===== src/rtl/ci_request_sequencer.sv =====
`timescale 1ns/1ps
`default_nettype none
// ============================================================================
// Module      : ci_request_sequencer
// Description : Initiator side of the custom-instruction handshake. Pairs
//               float samples from a valid/ready stream into GO commands,
//               closes each block with READ, streams the returned result out
//               and then issues CLEAR to reset the responder.
// Revision    : 1.0 - initial release
// ============================================================================
module ci_request_sequencer #(
  parameter int FLT_DATA_WIDTH  = 32,
  parameter int N_WIDTH         = 2,
  parameter int PAIRS_PER_BLOCK = 8,
  parameter int TIMEOUT_CYCLES  = 1023,
  parameter int CNT_WIDTH       = 10
) (
  input  logic                      clk,
  input  logic                      rst,
  input  logic [FLT_DATA_WIDTH-1:0] in_data,
  input  logic                      in_valid,
  output logic                      in_ready,
  input  logic                      flush,
  output logic [FLT_DATA_WIDTH-1:0] out_data,
  output logic                      out_valid,
  input  logic                      out_ready,
  output logic                      busy,
  output logic                      timeout_err,
  output logic                      ci_clk_en,
  output logic                      ci_start,
  output logic [N_WIDTH-1:0]        ci_n,
  output logic [FLT_DATA_WIDTH-1:0] ci_dataa,
  output logic [FLT_DATA_WIDTH-1:0] ci_datab,
  input  logic [FLT_DATA_WIDTH-1:0] ci_result,
  input  logic                      ci_done
);

  // Command codes understood by the responder
  localparam logic [N_WIDTH-1:0] c_cmd_clear = N_WIDTH'(0);
  localparam logic [N_WIDTH-1:0] c_cmd_go    = N_WIDTH'(1);
  localparam logic [N_WIDTH-1:0] c_cmd_read  = N_WIDTH'(2);

  // Pair count that closes a block, and last wait-counter value before timeout
  localparam logic [CNT_WIDTH-1:0] c_pairs_max = CNT_WIDTH'(PAIRS_PER_BLOCK);
  localparam logic [CNT_WIDTH-1:0] c_tmo_last  = CNT_WIDTH'(TIMEOUT_CYCLES - 1);

  typedef enum logic [3:0] {
    ST_COLLECT_A   = 4'd0,
    ST_COLLECT_B   = 4'd1,
    ST_ISSUE_GO    = 4'd2,
    ST_WAIT_GO     = 4'd3,
    ST_ISSUE_READ  = 4'd4,
    ST_WAIT_READ   = 4'd5,
    ST_PRESENT     = 4'd6,
    ST_ISSUE_CLEAR = 4'd7,
    ST_WAIT_CLEAR  = 4'd8,
    ST_ERROR       = 4'd9
  } state_t;

  state_t r_state;
  state_t w_state_nxt;

  // Registered datapath
  logic                      r_active;
  logic [FLT_DATA_WIDTH-1:0] r_dataa;
  logic [FLT_DATA_WIDTH-1:0] r_datab;
  logic [FLT_DATA_WIDTH-1:0] r_out_data;
  logic [N_WIDTH-1:0]        r_ci_n;
  logic [CNT_WIDTH-1:0]      r_pair_cnt;
  logic [CNT_WIDTH-1:0]      r_tmo_cnt;
  logic                      r_flush_pending;
  logic                      r_timeout_err;

  // Control strobes from the state machine into the datapath
  logic                 w_in_ready;
  logic                 w_start;
  logic                 w_out_valid;
  logic                 w_latch_a;
  logic                 w_latch_b;
  logic                 w_zero_b;
  logic                 w_go_done;
  logic                 w_read_done;
  logic                 w_clear_done;
  logic                 w_tmo_clr;
  logic                 w_tmo_inc;
  logic                 w_tmo_hit;
  logic                 w_tmo_expired;
  logic [CNT_WIDTH-1:0] w_pair_inc;

  assign w_pair_inc    = r_pair_cnt + CNT_WIDTH'(1);
  assign w_tmo_expired = (r_tmo_cnt == c_tmo_last);

  // State register; reset abandons any command in flight
  always_ff @(posedge clk or negedge rst) begin
    if (!rst) begin
      r_state <= ST_COLLECT_A;
    end else begin
      r_state <= w_state_nxt;
    end
  end

  // Next-state decode and per-state control strobes
  always_comb begin
    w_state_nxt  = r_state;
    w_in_ready   = 1'b0;
    w_start      = 1'b0;
    w_out_valid  = 1'b0;
    w_latch_a    = 1'b0;
    w_latch_b    = 1'b0;
    w_zero_b     = 1'b0;
    w_go_done    = 1'b0;
    w_read_done  = 1'b0;
    w_clear_done = 1'b0;
    w_tmo_clr    = 1'b0;
    w_tmo_inc    = 1'b0;
    w_tmo_hit    = 1'b0;

    case (r_state)
      // Waiting for the first operand; a flush only matters if GOs are pending
      ST_COLLECT_A: begin
        if (r_active) begin
          w_in_ready = 1'b1;
          if (in_valid) begin
            w_latch_a   = 1'b1;
            w_state_nxt = ST_COLLECT_B;
          end else if (flush && (r_pair_cnt != '0)) begin
            w_state_nxt = ST_ISSUE_READ;
          end
        end
      end

      // Waiting for the second operand; a flush pads it with zero
      ST_COLLECT_B: begin
        if (r_active) begin
          w_in_ready = 1'b1;
          if (in_valid) begin
            w_latch_b   = 1'b1;
            w_state_nxt = ST_ISSUE_GO;
          end else if (flush) begin
            w_zero_b    = 1'b1;
            w_state_nxt = ST_ISSUE_GO;
          end
        end
      end

      ST_ISSUE_GO: begin
        w_start     = 1'b1;
        w_tmo_clr   = 1'b1;
        w_state_nxt = ST_WAIT_GO;
      end

      ST_WAIT_GO: begin
        w_tmo_inc = 1'b1;
        if (ci_done) begin
          w_go_done = 1'b1;
          if ((w_pair_inc == c_pairs_max) || r_flush_pending) begin
            w_state_nxt = ST_ISSUE_READ;
          end else begin
            w_state_nxt = ST_COLLECT_A;
          end
        end else if (w_tmo_expired) begin
          w_tmo_hit   = 1'b1;
          w_state_nxt = ST_ERROR;
        end
      end

      ST_ISSUE_READ: begin
        w_start     = 1'b1;
        w_tmo_clr   = 1'b1;
        w_state_nxt = ST_WAIT_READ;
      end

      ST_WAIT_READ: begin
        w_tmo_inc = 1'b1;
        if (ci_done) begin
          w_read_done = 1'b1;
          w_state_nxt = ST_PRESENT;
        end else if (w_tmo_expired) begin
          w_tmo_hit   = 1'b1;
          w_state_nxt = ST_ERROR;
        end
      end

      // Hold the result until downstream takes it; no commands meanwhile
      ST_PRESENT: begin
        w_out_valid = 1'b1;
        if (out_ready) begin
          w_state_nxt = ST_ISSUE_CLEAR;
        end
      end

      ST_ISSUE_CLEAR: begin
        w_start     = 1'b1;
        w_tmo_clr   = 1'b1;
        w_state_nxt = ST_WAIT_CLEAR;
      end

      ST_WAIT_CLEAR: begin
        w_tmo_inc = 1'b1;
        if (ci_done) begin
          w_clear_done = 1'b1;
          w_state_nxt  = ST_COLLECT_A;
        end else if (w_tmo_expired) begin
          w_tmo_hit   = 1'b1;
          w_state_nxt = ST_ERROR;
        end
      end

      // Responder is unresponsive; stay parked until reset
      ST_ERROR: begin
        w_state_nxt = ST_ERROR;
      end

      default: begin
        w_state_nxt = ST_ERROR;
      end
    endcase
  end

  // Clock-enable to the responder comes up on the first edge after reset
  always_ff @(posedge clk or negedge rst) begin
    if (!rst) begin
      r_active <= 1'b0;
    end else begin
      r_active <= 1'b1;
    end
  end

  // Operand capture; operands pass through untouched
  always_ff @(posedge clk or negedge rst) begin
    if (!rst) begin
      r_dataa <= '0;
      r_datab <= '0;
    end else begin
      if (w_latch_a) begin
        r_dataa <= in_data;
      end
      if (w_latch_b) begin
        r_datab <= in_data;
      end else if (w_zero_b) begin
        r_datab <= '0;
      end
    end
  end

  // Command code is loaded on entry to an ISSUE state and held through WAIT
  always_ff @(posedge clk or negedge rst) begin
    if (!rst) begin
      r_ci_n <= c_cmd_clear;
    end else if (w_state_nxt != r_state) begin
      if (w_state_nxt == ST_ISSUE_GO) begin
        r_ci_n <= c_cmd_go;
      end else if (w_state_nxt == ST_ISSUE_READ) begin
        r_ci_n <= c_cmd_read;
      end else if (w_state_nxt == ST_ISSUE_CLEAR) begin
        r_ci_n <= c_cmd_clear;
      end
    end
  end

  // Block bookkeeping: completed pairs and a pending partial-block flush
  always_ff @(posedge clk or negedge rst) begin
    if (!rst) begin
      r_pair_cnt      <= '0;
      r_flush_pending <= 1'b0;
    end else begin
      if (w_clear_done) begin
        r_pair_cnt      <= '0;
        r_flush_pending <= 1'b0;
      end else begin
        if (w_go_done) begin
          r_pair_cnt <= w_pair_inc;
        end
        if (w_zero_b) begin
          r_flush_pending <= 1'b1;
        end
      end
    end
  end

  // READ result capture, held for the output stream
  always_ff @(posedge clk or negedge rst) begin
    if (!rst) begin
      r_out_data <= '0;
    end else if (w_read_done) begin
      r_out_data <= ci_result;
    end
  end

  // Per-command wait counter and sticky timeout flag
  always_ff @(posedge clk or negedge rst) begin
    if (!rst) begin
      r_tmo_cnt     <= '0;
      r_timeout_err <= 1'b0;
    end else begin
      if (w_tmo_clr) begin
        r_tmo_cnt <= '0;
      end else if (w_tmo_inc) begin
        r_tmo_cnt <= r_tmo_cnt + CNT_WIDTH'(1);
      end
      if (w_tmo_hit) begin
        r_timeout_err <= 1'b1;
      end
    end
  end

  assign in_ready    = w_in_ready;
  assign out_valid   = w_out_valid;
  assign out_data    = r_out_data;
  assign busy        = (r_state != ST_COLLECT_A);
  assign timeout_err = r_timeout_err;
  assign ci_clk_en   = r_active;
  assign ci_start    = w_start;
  assign ci_n        = r_ci_n;
  assign ci_dataa    = r_dataa;
  assign ci_datab    = r_datab;

endmodule
`default_nettype wire


===== config.mk =====
export PLATFORM = sky130hd
export DESIGN_NAME = ci_request_sequencer
export DESIGN_NICKNAME = d
export VERILOG_FILES = /design/src/rtl/ci_request_sequencer.sv
export SDC_FILE = /design/constraint.sdc
export NUM_CORES = 1
export LEC_CHECK = 0
export CORE_MARGIN = 2
export CORE_UTILIZATION = 46
export CTS_CLUSTER_SIZE = 24
export DETAILED_ROUTE_END_ITERATION = 8
export MAX_ROUTING_LAYER = met4
export PLACE_DENSITY = 0.91
export SYNTH_ARGS = -nofsm -noshare
export SYNTH_HDL_FRONTEND = slang
export SYNTH_SLANG_ARGS = --single-unit

===== constraint.sdc =====
create_clock -name clk -period 2.4 [get_ports clk]
set_input_delay 0.6 -clock clk [delete_from_list [all_inputs] [get_ports clk]]
set_output_delay 0.6 -clock clk [all_outputs]
set_load 0.02 [all_outputs]

# [Yosys cells after proc, flatten, opt, wreduce, memory -nomap -nowiden]
# Index checks and enable logic that the tools add are counted.
[classes] muxes=44 add_sub_neg=2 n_reduce_logical=14 n_eq_ne=14
[op_table] op="32-bit two-way mux" n=2
[op_table] op="4-bit two-way mux" n=11
[op_table] op="10-bit two-way mux" n=4
[op_table] op="4-bit one-hot mux with 9 select lines" n=1
[op_table] op="4-bit by 3-bit equality test with 1-bit output (second input constant)" n=6
[op_table] op="1-bit two-way mux" n=22
[op_table] op="10-bit by 1-bit adder with 10-bit output (second input constant)" n=2
[op_table] op="4-bit by 2-bit equality test with 1-bit output (second input constant)" n=3
[op_table] op="10-bit equality test (second input constant)" n=1
[op_table] op="10-bit by 4-bit equality test with 1-bit output (second input constant)" n=1
[op_table] op="10-bit nonzero test" n=1
[op_table] op="2-bit nonzero test" n=4
[op_table] op="2-bit two-way mux" n=3
[op_table] op="3-bit OR reduction" n=2
[op_table] op="4-bit by 1-bit equality test with 1-bit output (second input constant)" n=1
[op_table] op="4-bit equality test (second input constant)" n=1
[op_table] op="4-bit zero test" n=1
[op_table] op="4-bit != test" n=1
[op_table] op="4-bit nonzero test" n=1
[op_table] op="3-bit two-way mux" n=1
[op_table] op="3-bit nonzero test" n=1
[op_table] op="2-bit AND reduction" n=1
[op_table] op="2-bit OR reduction" n=1
[op_table] op="1-bit logical AND" n=1
[op_table] op="1-bit logical OR" n=1
[totals] output_inout_bits=104 register_bits=125 input_bits=70 wordCells=84

# [Logic depth before layout (Yosys ltp)]
[depth] ltp_word=10 mapped_depth=7

# [Least setup slack after synthesis]
# Ideal clock, no wire load.
[synth_timing] path_kind="reg-to-output" from="register r_state[2]" to="output out_valid" arrival_ns=1.242 path_buffers=1 required_time_ns=1.800 stages_incl_launch_ff=4 setup_slack_ns=0.558 cell_sequence="dfrtp_1 buf_2 nand2_1 nor3_1"
[synth_via] elab_chain_len=2
[synth_rtl] item="start: declaration" line="60" text="state_t r_state;"
[synth_rtl] item="start signal: assignment" line="98" text="r_state <= w_state_nxt;"
[synth_rtl] item="4-bit by 3-bit equality test with 1-bit output" line="118" text="case (r_state)"
[synth_rtl] item="1-bit two-way mux" line="118"
[synth_rtl] item="end: declaration" line="25" text="output logic out_valid,"
# Every way passes these cells.

# [Worst setup path in the final report]
[layout_timing] from="register r_state[0]" to="output busy"
[layout_via] elab_chain_len=1
[layout_rtl] item="4-bit nonzero test" line="310" text="assign busy = (r_state != ST_COLLECT_A);"
[layout_rtl] item="end: declaration" line="27" text="output logic busy,"
# Every way passes these cells.

==> impl_metrics.py <==
metrics = {
    "run_status": {
        "status": "completed",
    },
    "timing": {
        "final_max_slew_viol_count": 0,
        "setup_viol": 0,
        "hold_violations": 0,
        "post-route-min-period_ps": 2340,
        "period_share": 0.973,
        "rsz0062_at_grt": "no",
        "tns_ps": 0,
        "worstMarginPinSlew_ps": 542,
        "slew_headroom": 0.639,
        "fmaxAchievable_mhz": 428,
        "finClkSkew_ps": 6.46,
    },
    "die": {
        "die_h_um": 111,
        "core_sq_mm": 0.0113,
        "dieArea_sq_mm": 0.0123,
        "pin_count": 174,
        "initial_core_util": 0.466,
        "dieWidth_um": 111,
        "rows": 39,
    },
    "cts": {
        "cts.sinks": 125,
        "cts_root_buffer": "clkbuf_16",
        "cts_hold_buf": 0,
        "clkTransAtPathRegs_ps": 50,
        "cts_buffer_depth": 2,
        "clock_latency_ps": 410,
        "cts_tree": "done",
        "htreeDepth": 4,
        "cts_made_buffers": 17,
    },
    "worst_setup_path": {
        "startpoint_type": "flip-flop",
        "cp.required_ps": 1800,
        "crit_type": "flip-flop to output port",
        "cpPeakStageDelay_ps": 560,
        "critPathSlowestCell": "or4_4",
        "cp_cell_sequence": "or4_4 > clkdlybuf4s15_2",
        "cp-end-kind": "output port",
        "crit_fanout": 9,
        "critPathArrivalTime_ps": 1740,
    },
    "global_routing": {
        "grt.overflow.total": 0,
        "grt_max_degree": 72,
        "first_global_vias": 4296,
        "grt_first_pass_wirelength_um": 22600,
        "antenna_found_initial": 0,
        "track_usage": 0.241,
    },
    "final_layout": {
        "nNetsFinal": 657,
        "layout_common_cells": "clkdlybuf4s50_1, dfrtp_1, a22o_1, mux2_2, mux2_1",
        "drive_gt1_frac": 0.158,
        "final_common_cell": "clkdlybuf4s50_1",
        "antenna_cells": 0,
        "area_delta_synth_final_pct": 48.9,
    },
    "pwr": {
        "power_frac_clock": 0.542,
        "power_leakage_nw": 3.59,
        "p_sw_mw": 0.974,
        "power_mw": 5.04,
        "powerDensity_mw_per_mm2": 644,
        "intPower_mw": 4.07,
        "vdd_drop_max_v": 0.000468,
        "seq_power_share": 0.420,
        "p_comb_frac": 0.038,
        "power.share.switching": 0.193,
    },
    "synthesis": {
        "synth_area_leader_cell": "dfrtp_1",
        "synth_edf_count": 0,
        "synth_top_area_frac": 0.595,
        "ys_ff_latch": 125,
        "synth_seq_area_share": 0.595,
        "syn-num-nets": 477,
        "postSynth.asyncResetShare": 1.00,
        "ys_warn_count": 0,
        "yosysUniqueCellTypes": 57,
        "synthFlopType": "dfrtp_1",
        "synth.avg_cell_area_sq_um": 13.0,
        "syn_area_sq_mm": 0.00526,
        "synth_area_leaders": "dfrtp_1, mux2_1, mux2_2",
        "synthCells": 403,
    },
    "flow_run": {
        "max_cap_violations": 0,
    },
    "detailed_routing": {
        "vias_per_cell": 5.50,
        "routed_wl_um": 14000,
        "ant_nets": 0,
        "wire_per_inst_um": 18.9,
        "drtPass1Iterations": 4,
        "drtIter0Drc": 182,
        "post-route-drc-count": 0,
        "vias": 4066,
    },
    "placement": {
        "hpwlAfterDp_um": 9590,
        "port_buffers": 173,
        "gp_congestion": 0.922,
    },
    "hold_path": {
        "hold_path_class": "input port to asynchronous set/reset pin",
    },
}
==> layer usage <==
| layer | vias to the layer above | track usage | wire length [um] |
|---|---|---|---|
| li1 | 1832 | - | - |
| met1 | 2053 | 0.286 | 5680 |
| met2 | 149 | 0.394 | 7160 |
| met3 | 32 | 0.0694 | 769 |
| met4 | 0 | 0.0908 | 385 |
| met5 | - | - | 0 |
==> stage by stage <==
step | instances | instance area, sq um | hold slack (ps) | setup slack, ps | utilization
2_1_floorplan | 403 | 5260 | 304 | 558 | -
3_3_place_gp | 707 | 7190 | 451 | 184 | 0.637
3_5_place_dp | 707 | 7190 | 466 | 164 | 0.637
4_1_cts | 739 | 7830 | 136 | 28.8 | 0.695
5_1_grt | 739 | 7830 | 151 | 21.1 | 0.694
6_report | 739 | 7830 | 137 | 64.9 | 0.694
==> Yosys cell counts (all sizes together), types with 2 or more instances <==
library cell and count:
a21o 3, a21oi 6, a22o 34, a31oi 4, and2 3, and3 2, and4 2, buf 20
clkbuf 4, dfrtp 125, ha 4, inv 7, mux2 64, nand2 17, nand3 3, nand3b 4
nand4 5, nor2 25, nor2b 2, nor3 3, nor4 3, o2111ai 2, o211ai 4, o21ai 23
o31ai 3, or3 2, or4 2, xnor2 4, xor2 6
==> worst max-delay path: cells and delay by family, from the launching register on <==
kind,cells,cell delay [ps]
buffers and inverters,1,290
DFF,1,470
and+or+nand+nor,1,560
==> layout make-up <==
cell class | count | area (sq um)
fillers | 759 | 3440
clock buffers | 22 | 484
well taps | 143 | 179
inverters | 7 | 26.3
flip-flops and latches | 125 | 3130
multi-input cells | 247 | 1980
clock inverters | 10 | 160
repair buffers | 185 | 1870
==> logic make-up after synthesis <==
group / Yosys count / share of synthesized area
muxes: 65 / 0.139
DFF: 125 / 0.595
adders and majority gates: 4 / 0.00952
xor gates and xnor gates: 10 / 0.0167
AOI/OAI and AO/OA: 87 / 0.124
and+or+nand+nor: 80 / 0.0847
buffers and inverters: 31 / 0.0305
other: 1 / 0.000713
==> path summary, 6_finish.rpt <==
kind / startpoint / endpoint / slack, ps / depth (start not counted)
max: r_state[0] / busy / 60 / 2
min: rst / out_data[29] / 140 / 1
max reg2reg: r_state[0] / r_tmo_cnt[5] / 360 / 6
min reg2reg: timeout_err / timeout_err / 470 / 1
max in group asynchronous: rst / r_state[1] / 1530 / 2
min in group clk: timeout_err / timeout_err / 470 / 1
==> power groups by stage <==
stage / Combinational (mW) / Sequential [mW] / Clock (mW)
after floorplan: 0.0136 / 2.15 / 0
after global placement: 0.186 / 2.16 / 0
after detailed placement: 0.190 / 2.16 / 0
after CTS: 0.194 / 2.12 / 2.77
after global routing: 0.208 / 2.12 / 2.87
final: 0.191 / 2.12 / 2.73
==> registers in the layout (all words and copies together), names as in the netlist <==
| signal | flops |
|---|---|
| ci_clk_en | 1 |
| out_data | 32 |
| ci_datab | 32 |
| ci_dataa | 32 |
| r_pair_cnt | 10 |
| r_flush_pending | 1 |
| r_tmo_cnt | 10 |
| ci_n | 2 |
| r_state | 4 |
| timeout_err | 1 |
==> timing repair <==
action	CTS	global route
hold endpoints to repair	0	0
setup endpoints to repair	4	4
gates resized for setup	7	6
buffers inserted	0	0
(Power assumes the default switching activity.)
